## src/rtl/fork_arbiter.sv

```systemverilog
// fork_arbiter: central fork arbiter for the dining-philosophers table.
//
// Drains one philosopher event at a time from the shared event FIFO, tracks
// which seats are hungry and which are eating, and after every event runs a
// round-robin scan over all seats. Each hungry seat whose two forks are free
// gets a one-cycle may_eat pulse.
//
// Parameters:
//   N_PHILO    number of seats (>= 2); seat i uses fork i and fork (i+1)%N_PHILO
//   ID_W       width of the seat ID field in an event word (2**ID_W >= N_PHILO)
//
// Ports:
//   clk        clock, all state updates on the rising edge
//   reset      synchronous, active-low reset
//   evt_empty  event FIFO empty flag
//   evt_data   event word: [ID_W] = 1 hungry / 0 done, [ID_W-1:0] = seat ID
//   evt_rden   event FIFO read enable, one-cycle pulse
//   may_eat    one-cycle grant pulse per seat
//   eating     level, seat holds both forks
//   fork_busy  level, fork f is held by seat f or seat f-1
//   err        sticky protocol-error flag, cleared only by reset
//   grant_cnt  total grants issued (wrapping)
//
// Optional feature: define DPP_ARB_STATS_EN to build the grant counter;
// otherwise grant_cnt is tied to zero.
module fork_arbiter #(
  parameter int N_PHILO = 4,
  parameter int ID_W    = 2
) (
  input  logic               clk,
  input  logic               reset,
  input  logic               evt_empty,
  input  logic [ID_W:0]      evt_data,
  output logic               evt_rden,
  output logic [N_PHILO-1:0] may_eat,
  output logic [N_PHILO-1:0] eating,
  output logic [N_PHILO-1:0] fork_busy,
  output logic               err,
  output logic [15:0]        grant_cnt
);

  localparam int IDX_W = (N_PHILO > 2) ? $clog2(N_PHILO) : 1;
  localparam logic [IDX_W-1:0] LAST_K = IDX_W'(N_PHILO - 1);

  typedef enum logic [1:0] {IDLE, READ, DECODE, SCAN} state_t;

  state_t             r_state, w_state_nxt;
  logic               r_rden, w_rden_nxt;
  logic [N_PHILO-1:0] r_hungry, r_eating, r_may_eat, w_fork_busy;
  logic [IDX_W-1:0]   r_rr, r_k, w_p, w_pr, w_idx;
  logic               r_err;
  logic [ID_W-1:0]    w_id;
  logic               w_hungry_evt, w_id_ok, w_dec_err, w_grant;

  // Seat index arithmetic modulo N_PHILO; operands are always < N_PHILO.
  function automatic logic [IDX_W-1:0] wrap_add(input logic [IDX_W-1:0] a,
                                                input logic [IDX_W-1:0] b);
    int s;
    s = int'(a) + int'(b);
    if (s >= N_PHILO) s = s - N_PHILO;
    return IDX_W'(s);
  endfunction

  // Fork f is held by its right-hand owner (seat f) or left-hand owner (seat f-1).
  always_comb begin
    w_fork_busy = '0;
    for (int f = 0; f < N_PHILO; f++) begin
      w_fork_busy[f] = r_eating[f] | r_eating[(f + N_PHILO - 1) % N_PHILO];
    end
  end

  // Event decode: an illegal event only raises err and leaves the tables alone.
  always_comb begin
    w_id         = evt_data[ID_W-1:0];
    w_hungry_evt = evt_data[ID_W];
    w_id_ok      = int'(w_id) < N_PHILO;
    w_idx        = IDX_W'(w_id);
    w_dec_err    = !w_id_ok ||
                   (w_hungry_evt ? (r_hungry[w_idx] | r_eating[w_idx]) : !r_eating[w_idx]);
  end

  // Scan uses the live fork_busy, so grants made earlier in the same scan
  // (already registered into r_eating) block later neighbours.
  always_comb begin
    w_p     = wrap_add(r_rr, r_k);
    w_pr    = wrap_add(w_p, IDX_W'(1));
    w_grant = (r_state == SCAN) && r_hungry[w_p] && !w_fork_busy[w_p] && !w_fork_busy[w_pr];
  end

  always_comb begin
    w_state_nxt = r_state;
    w_rden_nxt  = 1'b0;
    case (r_state)
      IDLE: begin
        if (!evt_empty) begin
          w_state_nxt = READ;
          w_rden_nxt  = 1'b1;
        end
      end
      READ:    w_state_nxt = DECODE;
      DECODE:  w_state_nxt = SCAN;
      SCAN:    if (r_k == LAST_K) w_state_nxt = IDLE;
      default: w_state_nxt = IDLE;
    endcase
  end

  always_ff @(posedge clk) begin
    if (!reset) begin
      r_state   <= IDLE;
      r_rden    <= 1'b0;
      r_hungry  <= '0;
      r_eating  <= '0;
      r_may_eat <= '0;
      r_rr      <= '0;
      r_k       <= '0;
      r_err     <= 1'b0;
    end else begin
      r_state   <= w_state_nxt;
      r_rden    <= w_rden_nxt;
      r_may_eat <= '0;
      if (r_state == DECODE) begin
        r_k <= '0;
        if (w_dec_err)         r_err           <= 1'b1;
        else if (w_hungry_evt) r_hungry[w_idx] <= 1'b1;
        else                   r_eating[w_idx] <= 1'b0;
      end
      if (r_state == SCAN) begin
        r_k <= r_k + 1'b1;
        if (w_grant) begin
          r_hungry[w_p]  <= 1'b0;
          r_eating[w_p]  <= 1'b1;
          r_may_eat[w_p] <= 1'b1;
        end
        if (r_k == LAST_K) r_rr <= wrap_add(r_rr, IDX_W'(1));
      end
    end
  end

`ifdef DPP_ARB_STATS_EN
  logic [15:0] r_grant_cnt;

  always_ff @(posedge clk) begin
    if (!reset)       r_grant_cnt <= '0;
    else if (w_grant) r_grant_cnt <= r_grant_cnt + 16'd1;
  end

  assign grant_cnt = r_grant_cnt;
`else
  assign grant_cnt = '0;
`endif

  assign evt_rden  = r_rden;
  assign may_eat   = r_may_eat;
  assign eating    = r_eating;
  assign fork_busy = w_fork_busy;
  assign err       = r_err;

endmodule

```

## config.mk

```make
export PLATFORM = sky130hd
export DESIGN_NAME = fork_arbiter
export DESIGN_NICKNAME = d
export VERILOG_FILES = /design/src/rtl/fork_arbiter.sv
export SDC_FILE = /design/constraint.sdc
export NUM_CORES = 1
export LEC_CHECK = 0
export ABC_AREA = 1
export BUFFER_PORTS_ARGS = -buffer_cell sky130_fd_sc_hd__buf_4
export CAP_MARGIN = 20
export CORE_MARGIN = 2
export CORE_UTILIZATION = 30
export CTS_CLUSTER_SIZE = 20
export DETAILED_ROUTE_END_ITERATION = 12
export PLACE_DENSITY_LB_ADDON = 0.1
export SLEW_MARGIN = 20
export SYNTH_ARGS = -nofsm -noshare
export SYNTH_HDL_FRONTEND = slang
export SYNTH_SLANG_ARGS = --single-unit
```

## constraint.sdc

```tcl
create_clock -name clk -period 2.8 [get_ports clk]
set_input_delay 0.7 -clock clk [delete_from_list [all_inputs] [get_ports clk]]
set_output_delay 0.7 -clock clk [all_outputs]
set_load 0.01 [all_outputs]
```

==> results of run 1 <==
metrics by stage:
step | area [um^2] | setup WS (ps) | hold slack, ps | cells | total power, mW
floorplan | 1340 | 1030 | 458 | 201 | 0.509
finish | 1450 | 780 | 461 | 254 | 0.760
global placement | 1400 | 840 | 443 | 250 | 0.537
CTS | 1450 | 765 | 467 | 254 | 0.771
global route | 1450 | 506 | 480 | 254 | 0.816
detailed placement | 1400 | 778 | 453 | 250 | 0.544
state kept, by name, indices dropped and copies added, names as in the netlist:
| register | cells |
|---|---|
| r_k | 2 |
| may_eat | 4 |
| r_hungry | 4 |
| evt_rden | 1 |
| eating | 4 |
| err | 1 |
| r_rr | 2 |
| r_state | 2 |
power groups by stage:
stage | Clock [mW] | Combinational (mW) | Sequential [mW]
2_1_floorplan | 0 | 0.176 | 0.333
3_3_place_gp | 0 | 0.203 | 0.334
3_5_place_dp | 0 | 0.208 | 0.335
4_1_cts | 0.233 | 0.209 | 0.329
5_1_grt | 0.245 | 0.238 | 0.332
6_report | 0.225 | 0.207 | 0.328
layer usage:
layer / vias up / track usage / wire (um)
met5: - / 0 / 0
met4: 0 / 0.0523 / 46
met3: 4 / 0.0218 / 100
met2: 21 / 0.240 / 1480
met1: 494 / 0.145 / 1310
li1: 585 / - / -
area by class of cell:
type,instances,area share
Inverter,28,0.0724
Multi-Input combinational cell,133,0.472
Clock buffer,4,0.0379
Tap cell,50,0.0431
Sequential cell,20,0.276
Timing Repair Buffer,19,0.0983
final timing paths:
| path | from | end | slack [ps] | depth (start not counted) |
|---|---|---|---|---|
| min reg2reg | err | err | 460 | 2 |
| min | err | err | 460 | 2 |
| max | r_k[0] | r_hungry[2] | 780 | 13 |
| max reg2reg | r_k[0] | r_hungry[2] | 780 | 13 |
kinds of logic (layout without fill, tap and decap cells):
family	Yosys count	count (layout)	share of synthesized area
AND/OR/NAND/NOR	95	95	0.348
buffers and inverters	48	51	0.196
flip-flops	20	20	0.312
AO/OA/AOI/OAI	13	13	0.0527
adder cells (fa/ha/maj)	9	9	0.0879
other	1	16	0.00293
cells in the mapped netlist, drive strengths merged:
| cell type | instances | area (um^2) |
|---|---|---|
| a211oi | 1 | 7.51 |
| a21oi | 5 | 25.0 |
| buf | 18 | 139 |
| clkbuf | 2 | 7.51 |
| conb | 1 | 3.75 |
| dfxtp | 20 | 400 |
| ha | 9 | 113 |
| inv | 28 | 105 |
| nand2 | 38 | 148 |
| nand3 | 24 | 125 |
| nand3b | 1 | 7.51 |
| nand4 | 5 | 31.3 |
| nor2 | 26 | 129 |
| nor3 | 1 | 5.00 |
| o21ai | 7 | 35.0 |
critical path, delay by kind of cell, from the launching register on:
| family | cells | cell delay [ps] |
|---|---|---|
| and+or+nand+nor | 9 | 930 |
| buffers and inverters | 2 | 120 |
| DFF | 1 | 390 |
| adders and majority gates | 2 | 500 |
cell usage in the layout (no fill, tap or decap):
cell / netlist / final
nand2_1: 36 / 36
inv_1: 26 / 26
nand3_1: 23 / 23
nor2_1: 21 / 21
dfxtp_1: 20 / 20
buf_4: 17 / 19
conb_1: 1 / 16
ha_1: 9 / 9
nand4_1: 5 / 5
a21oi_1: 5 / 5
o21ai_1: 4 / 4
clkbuf_8: 0 / 4
nor2_2: 3 / 3
o21ai_0: 3 / 3
inv_2: 2 / 2
nand2_2: 2 / 2
nand3b_1: 1 / 1
nand3_2: 1 / 1
nor2_8: 1 / 1
nor2_4: 1 / 1
nor3_1: 1 / 1
a211oi_1: 1 / 1
==> results.toml, run 1 <==
[floorplan]
fp.dieH_um = 69.4
ioPinCount = 36
die-width_um = 69.4
start_util = 0.316
design.die.area_um2 = 4810
coreArea_um2 = 4060
placementRows = 23

[critical_path]
path_class = "reg -> reg"
worstPathCellList = "ha_1, inv_1, nand2_1, nand3b_1, nand2_1, inv_1, ha_1, nand3_1, nand2_1, nor2_2, nand3_1, nand2_1, nor2_1"
crit_top_cell = "nand2_1"
slowest_delay_ps = 390
crit_required_ps = 2970
start_kind = "flop"
cp_slowest_cell = "dfxtp_1"
cp.arrival_ps = 2190
crit_path_max_fanout = 4
end_kind = "flop"

[clock_tree]
clk_latency_ps = 260
cts_max_path_buffers = 2
hold_buffers = 0
cts_buffers = 3
clock-sinks = 20
cts_tree = "yes"
cts_setup_buffers = 0
cts_resized = 0
cts_max_level = 1
path_clk_slew_ps = 80
root_buffer = "clkbuf_8"

[place]
gp_congestion = 0.906
port_buffers = 19
dp_hpwl_mm = 2.32

[global_route]
antenna_found_initial = 0
grt_usage = 0.129
grt_pass1_wl_mm = 5.09
overflow = 0
grt_start_max_net_pins = 14
first_global_vias = 1134

[power_and_ir_drop]
p_comb_frac = 0.273
leakagePower_nw = 0.743
ir_drop_mv = 0.179
p_clk_frac = 0.295
p_int_mw = 0.507
switchingPower_mw = 0.253
swShare = 0.333
seqPwrFrac = 0.432
p_per_area_nw_per_um2 = 524

[route]
via_per_inst = 4.35
ant_nets = 0
vias = 1104
wl_per_cell_um = 11.6
dr.pass1.iters = 4
post-route-drc-count = 0
drtIter0Drc = 30
wl_mm = 2.94

[sta]
slew_viol_final = 0
setup_viol = 0
fin_skew_ps = 3.69
setup-tns-final_ps = 0
rsz0062_at_grt = "false"
clock.fmax_ghz = 0.495
fin_crit_sh = 0.721
fin_crit_ps = 2020
hold_viol = 0

[finish]
fill_cells = 453
num-nets-final = 220
area_growth_pct = 13.3
seqCellArea_um2 = 400
drive_above_1_share = 0.162
finish.utilization = 0.358
multi_input_area_um2 = 686
antenna_cells = 0

[synth]
ys_warn_count = 0
ys_types = 23
postSynthAreaPerCell_um2 = 6.89
yosysSeqAreaShare = 0.313
syn_inst = 186
synth_seq_cells = 20
synth_area_um2 = 1280

[worst_hold_path]
worstHoldPathType = "reg -> reg"

[run]
maxCapViolations = 0

[run_status]
status = "completed"
(Power assumes the default switching activity.)
==> run 2, diff against run 1 <==
==> constraint.sdc (replaced) <==
create_clock -name clk -period 1.9 [get_ports clk]
set_input_delay 0.475 -clock clk [delete_from_list [all_inputs] [get_ports clk]]
set_output_delay 0.475 -clock clk [all_outputs]
set_load 0.01 [all_outputs]
==> results.toml, run 2 (synthesis results as in run 1) <==
[route]
wl_mm = 2.99
post-route-drc-count = 0
ant_nets = 0
drtIter0Drc = 23
vias = 1154
dr.pass1.iters = 4
wl_per_cell_um = 11.6
via_per_inst = 4.49

[clock_tree]
clock-sinks = 20
cts_tree = "yes"
hold_buffers = 0
root_buffer = "clkbuf_8"
cts_buffers = 3
clk_latency_ps = 260
path_clk_slew_ps = 80
cts_max_level = 1
cts_max_path_buffers = 2

[sta]
fin_ws_ps = 61.7
fin_crit_ps = 1840
fin_crit_sh = 0.968
setup_viol = 0
rsz0062_at_grt = "true"
setup-tns-final_ps = 0
hold_viol = 0
slew_viol_final = 0
fin_skew_ps = 3.21
clock.fmax_ghz = 0.544

[floorplan]
start_util = 0.316
design.die.area_um2 = 4810
placementRows = 23
ioPinCount = 36
die-width_um = 69.4
coreArea_um2 = 4060
fp.dieH_um = 69.4

[global_route]
first_global_vias = 1086
grt_usage = 0.124
grt_pass1_wl_mm = 4.84
overflow = 0
grt_start_max_net_pins = 14
antenna_found_initial = 0

[place]
gp_congestion = 0.876
pre_cts_slack_ps = -53.3
port_buffers = 19
place_area_um2 = 1400
dp_hpwl_mm = 2.27

[critical_path]
crit_path_max_fanout = 4
end_kind = "flop"
path_class = "reg -> reg"
cp.arrival_ps = 2000
start_kind = "flop"
r2r_slack_ps = 60
crit_required_ps = 2060

[finish]
final_cell_mix = "29 x nand2_1, 23 x inv_1, 22 x buf_4, 20 x nor2_1, 19 x nand3_1"
layout_commonest_cell = "nand2_1"
area_growth_pct = 22.1
drive_above_1_share = 0.266
stdcell_area_um2 = 1560
num-nets-final = 223
fill_cells = 443
antenna_cells = 0

[run]
maxCapViolations = 0

[worst_hold_path]
worstHoldPathType = "in -> reg"

[power_and_ir_drop]
leakagePower_nw = 0.752
ir_drop_mv = 0.283
p_total_mw = 1.17
p_per_area_nw_per_um2 = 748

[run_status]
status = "completed"
==> run 2: changes by cell type in the layout (fill, tap and decap cells not counted), moves of 3 or more <==
cell / previous run / this run
inv_1: 26 / 23
buf_4: 19 / 22
nand3_1: 23 / 19
nand2_2: 2 / 9
nand2_1: 36 / 29
inv_2: 2 / 5
==> run 2: metrics by stage <==
| step | cells | util | hold WS, ps |
|---|---|---|---|
| 5_1_grt | 257 | 0.385 | 362 |
| 3_3_place_gp | 251 | 0.346 | 441 |
| 3_5_place_dp | 251 | 0.346 | 458 |
| 6_report | 257 | 0.385 | 369 |
| 4_1_cts | 255 | 0.365 | 362 |
| 2_1_floorplan | 201 | - | 458 |
==> run 2: layout make-up <==
cell class / count / area (um^2) / share of cell area
timing repair buffer: 22 / 165 / 0.106
clock buffer: 4 / 55.1 / 0.0352
sequential: 20 / 405 / 0.259
inverter: 28 / 105 / 0.0672
multi-input combinational: 133 / 771 / 0.493
tap: 50 / 62.6 / 0.0400
==> run 2: power breakdown <==
| part | leakage (nW) | internal (mW) | total [mW] | switching (mW) |
|---|---|---|---|---|
| Combinational | 0.559 | 0.128 | 0.354 | 0.226 |
| Clock | 0.0288 | 0.185 | 0.330 | 0.145 |
| Sequential | 0.163 | 0.459 | 0.487 | 0.0278 |
==> run 2: layer usage <==
metal,vias to the layer above,routed length (um),GRT usage
li1,592,-,-
met1,538,1300,0.141
met2,20,1550,0.220
met3,4,95,0.0247
met4,0,42,0.0610
met5,-,0,0
==> run 2: path summary, 6_finish.rpt <==
check	startpoint	to	depth (start not counted)
setup / recovery	r_k[0]	r_hungry[0]	15
hold / removal	evt_empty	evt_rden	2
setup reg to reg	r_k[0]	r_hungry[0]	15
hold reg to reg	err	err	2
==> run 2: critical path, cell delays in order, from the launching register on <==
cell and delay, ps:
dfxtp_4 370, ha_4 160, inv_2 40, nand2_2 50, nand2_2 70, nand2_2 60
nand2_2 80, inv_2 50, ha_4 260, inv_2 30, nand2_2 50, nor2_2 50
nor2_4 200, nand3_2 130, nand2_1 100, nor2_1 40
==> run 2: what timing repair did <==
item,4_1_cts,5_1_grt
hold endpoints to repair,0,0
setup endpoints to repair,9,12
gates resized for setup,6,18
buffers inserted,0,2
pin swaps,1,9
==> run 3, diff against run 2 <==
--- a/config.mk
+++ b/config.mk
@@ -8,8 +8,11 @@
 export ABC_AREA = 1
 export BUFFER_PORTS_ARGS = -buffer_cell sky130_fd_sc_hd__buf_4
 export CAP_MARGIN = 20
+export CELL_PAD_IN_SITES_DETAIL_PLACEMENT = 0
+export CELL_PAD_IN_SITES_GLOBAL_PLACEMENT = 1
 export CORE_MARGIN = 2
 export CORE_UTILIZATION = 30
+export CTS_BUF_LIST = sky130_fd_sc_hd__clkbuf_2 sky130_fd_sc_hd__clkbuf_4 sky130_fd_sc_hd__clkbuf_8
 export CTS_CLUSTER_SIZE = 20
 export DETAILED_ROUTE_END_ITERATION = 12
 export PLACE_DENSITY_LB_ADDON = 0.1
==> results.toml, run 3 (synthesis results as in run 1) <==
[run_status]
status = "completed"

[run]
maxCapViolations = 0

[place]
port_buffers = 19
dp_hpwl_mm = 2.28
gp_congestion = 0.739
place_area_um2 = 1410

[critical_path]
cp.buffers_inverters = 3
start_kind = "flop"
crit_top_cell = "nand2_1"
slowest_delay_ps = 360
path_class = "reg -> reg"
crit_path_max_fanout = 4
end_kind = "flop"
cp.arrival_ps = 1980
crit_family = "simple AND/OR/NAND/NOR gates"
cp_slowest_cell = "dfxtp_4"
crit_required_ps = 2070
worstPathCellList = "ha_4, inv_1, nand2_1, nand2_1, nand2_1, nand2_1, inv_2, ha_4, inv_2, nand2_2, nor2_2, nor2_4, nand3_2, nand2_1, nor2_1"

[global_route]
overflow = 0
met2_usage = 0.219
first_global_vias = 1073
antenna_found_initial = 0
grt_pass1_wl_mm = 4.91
grt_util_met3 = 0.0276
top_usage_layer = "met2"
use_met1 = 0.149
grt_usage = 0.125
grt_start_max_net_pins = 14

[route]
vias = 1113
drtIter0Drc = 52
via_per_inst = 4.35
wl_mm = 2.92
wl_per_cell_um = 11.4
dr.pass1.iters = 4
post-route-drc-count = 0
ant_nets = 0

[floorplan]
coreArea_um2 = 4060
start_util = 0.316
die-width_um = 69.4
design.die.area_um2 = 4810
fp.dieH_um = 69.4
placementRows = 23
ioPinCount = 36

[power_and_ir_drop]
p_total_mw = 1.13
p_per_area_nw_per_um2 = 730
leakagePower_nw = 0.742
ir_drop_mv = 0.343

[finish]
final_cell_mix = "34 x nand2_1, 24 x inv_1, 22 x buf_4, 20 x nor2_1"
antenna_cells = 0
drive_above_1_share = 0.238
stdcell_area_um2 = 1540
num-nets-final = 223
fill_cells = 465
area_growth_pct = 20.4
layout_commonest_cell = "nand2_1"

[sta]
hold_viol = 0
rsz0062_at_grt = "true"
clock.fmax_ghz = 0.553
slew_viol_final = 0
fin_crit_ps = 1810
fin_crit_sh = 0.952
setup_viol = 0
fin_skew_ps = 4.02

[clock_tree]
cts_tree = "yes"
hold_buffers = 0
clock-sinks = 20
cts_max_level = 1
path_clk_slew_ps = 80
cts_max_path_buffers = 2
clk_latency_ps = 260
root_buffer = "clkbuf_8"
cts_buffers = 3

[worst_hold_path]
worstHoldPathType = "in -> reg"
-- run 3: changes by cell type in the layout (fill, tap and decap cells not counted), sizes merged --
cell | before | now
clkbuf | 4 | 3
-- run 3: layout make-up --
class,instances,area [um^2],share of cell area
multi-input combinational,133,763,0.495
inverter,28,105,0.0681
tap,50,62.6,0.0406
timing repair buffer,22,165,0.107
clock buffer,3,41.3,0.0268
sequential,20,405,0.263
-- run 3: worst reg2reg max path: stages (launching register included) --
cell,delay [ps]
dfxtp_4,360
ha_4,150
inv_1,40
nand2_1,50
nand2_1,60
nand2_1,60
nand2_1,100
inv_2,60
ha_4,270
inv_2,30
nand2_2,40
nor2_2,50
nor2_4,180
nand3_2,120
nand2_1,90
nor2_1,40
-- run 3: per-layer routing --
metal	up-vias	part of all wire
li1	592	-
met3	5	0.044
met5	-	0
met4	0	0.017
met1	493	0.45
met2	23	0.49
-- run 3: power by group --
part	leakage (nW)	total, mW	switching, mW	internal [mW]
clock network	0.0216	0.289	0.147	0.142
registers	0.163	0.482	0.0253	0.457
logic	0.557	0.356	0.226	0.130
total	0.742	1.13	0.399	0.728
-- run 3: final timing paths --
path                                 from          end  slack [ps]  cells past startpoint
worst max-delay path              r_rr[0]  r_hungry[0]          90                     15
worst min-delay path            evt_empty     evt_rden         370                      2
worst max register to register    r_rr[0]  r_hungry[0]          90                     15
worst min register to register        err          err         450                      2
-- run 3: timing repair --
item,CTS,global route
resized for setup,0,19
setup endpoints to repair,3,12
buffers inserted,0,1
pin swaps,0,10
-- run 3: metrics by stage --
step                setup slack (ps)  TNS, ps  cells  hold WS (ps)   util
floorplan                        129        0    201           458      -
global placement                33.6        0    252           439  0.348
detailed placement             -5.67    -5.67    252           444  0.348
CTS                            -19.3    -28.1    255           371  0.358
global route                   -29.1    -41.4    256           381  0.380
finish                          90.7        0    256           369  0.380
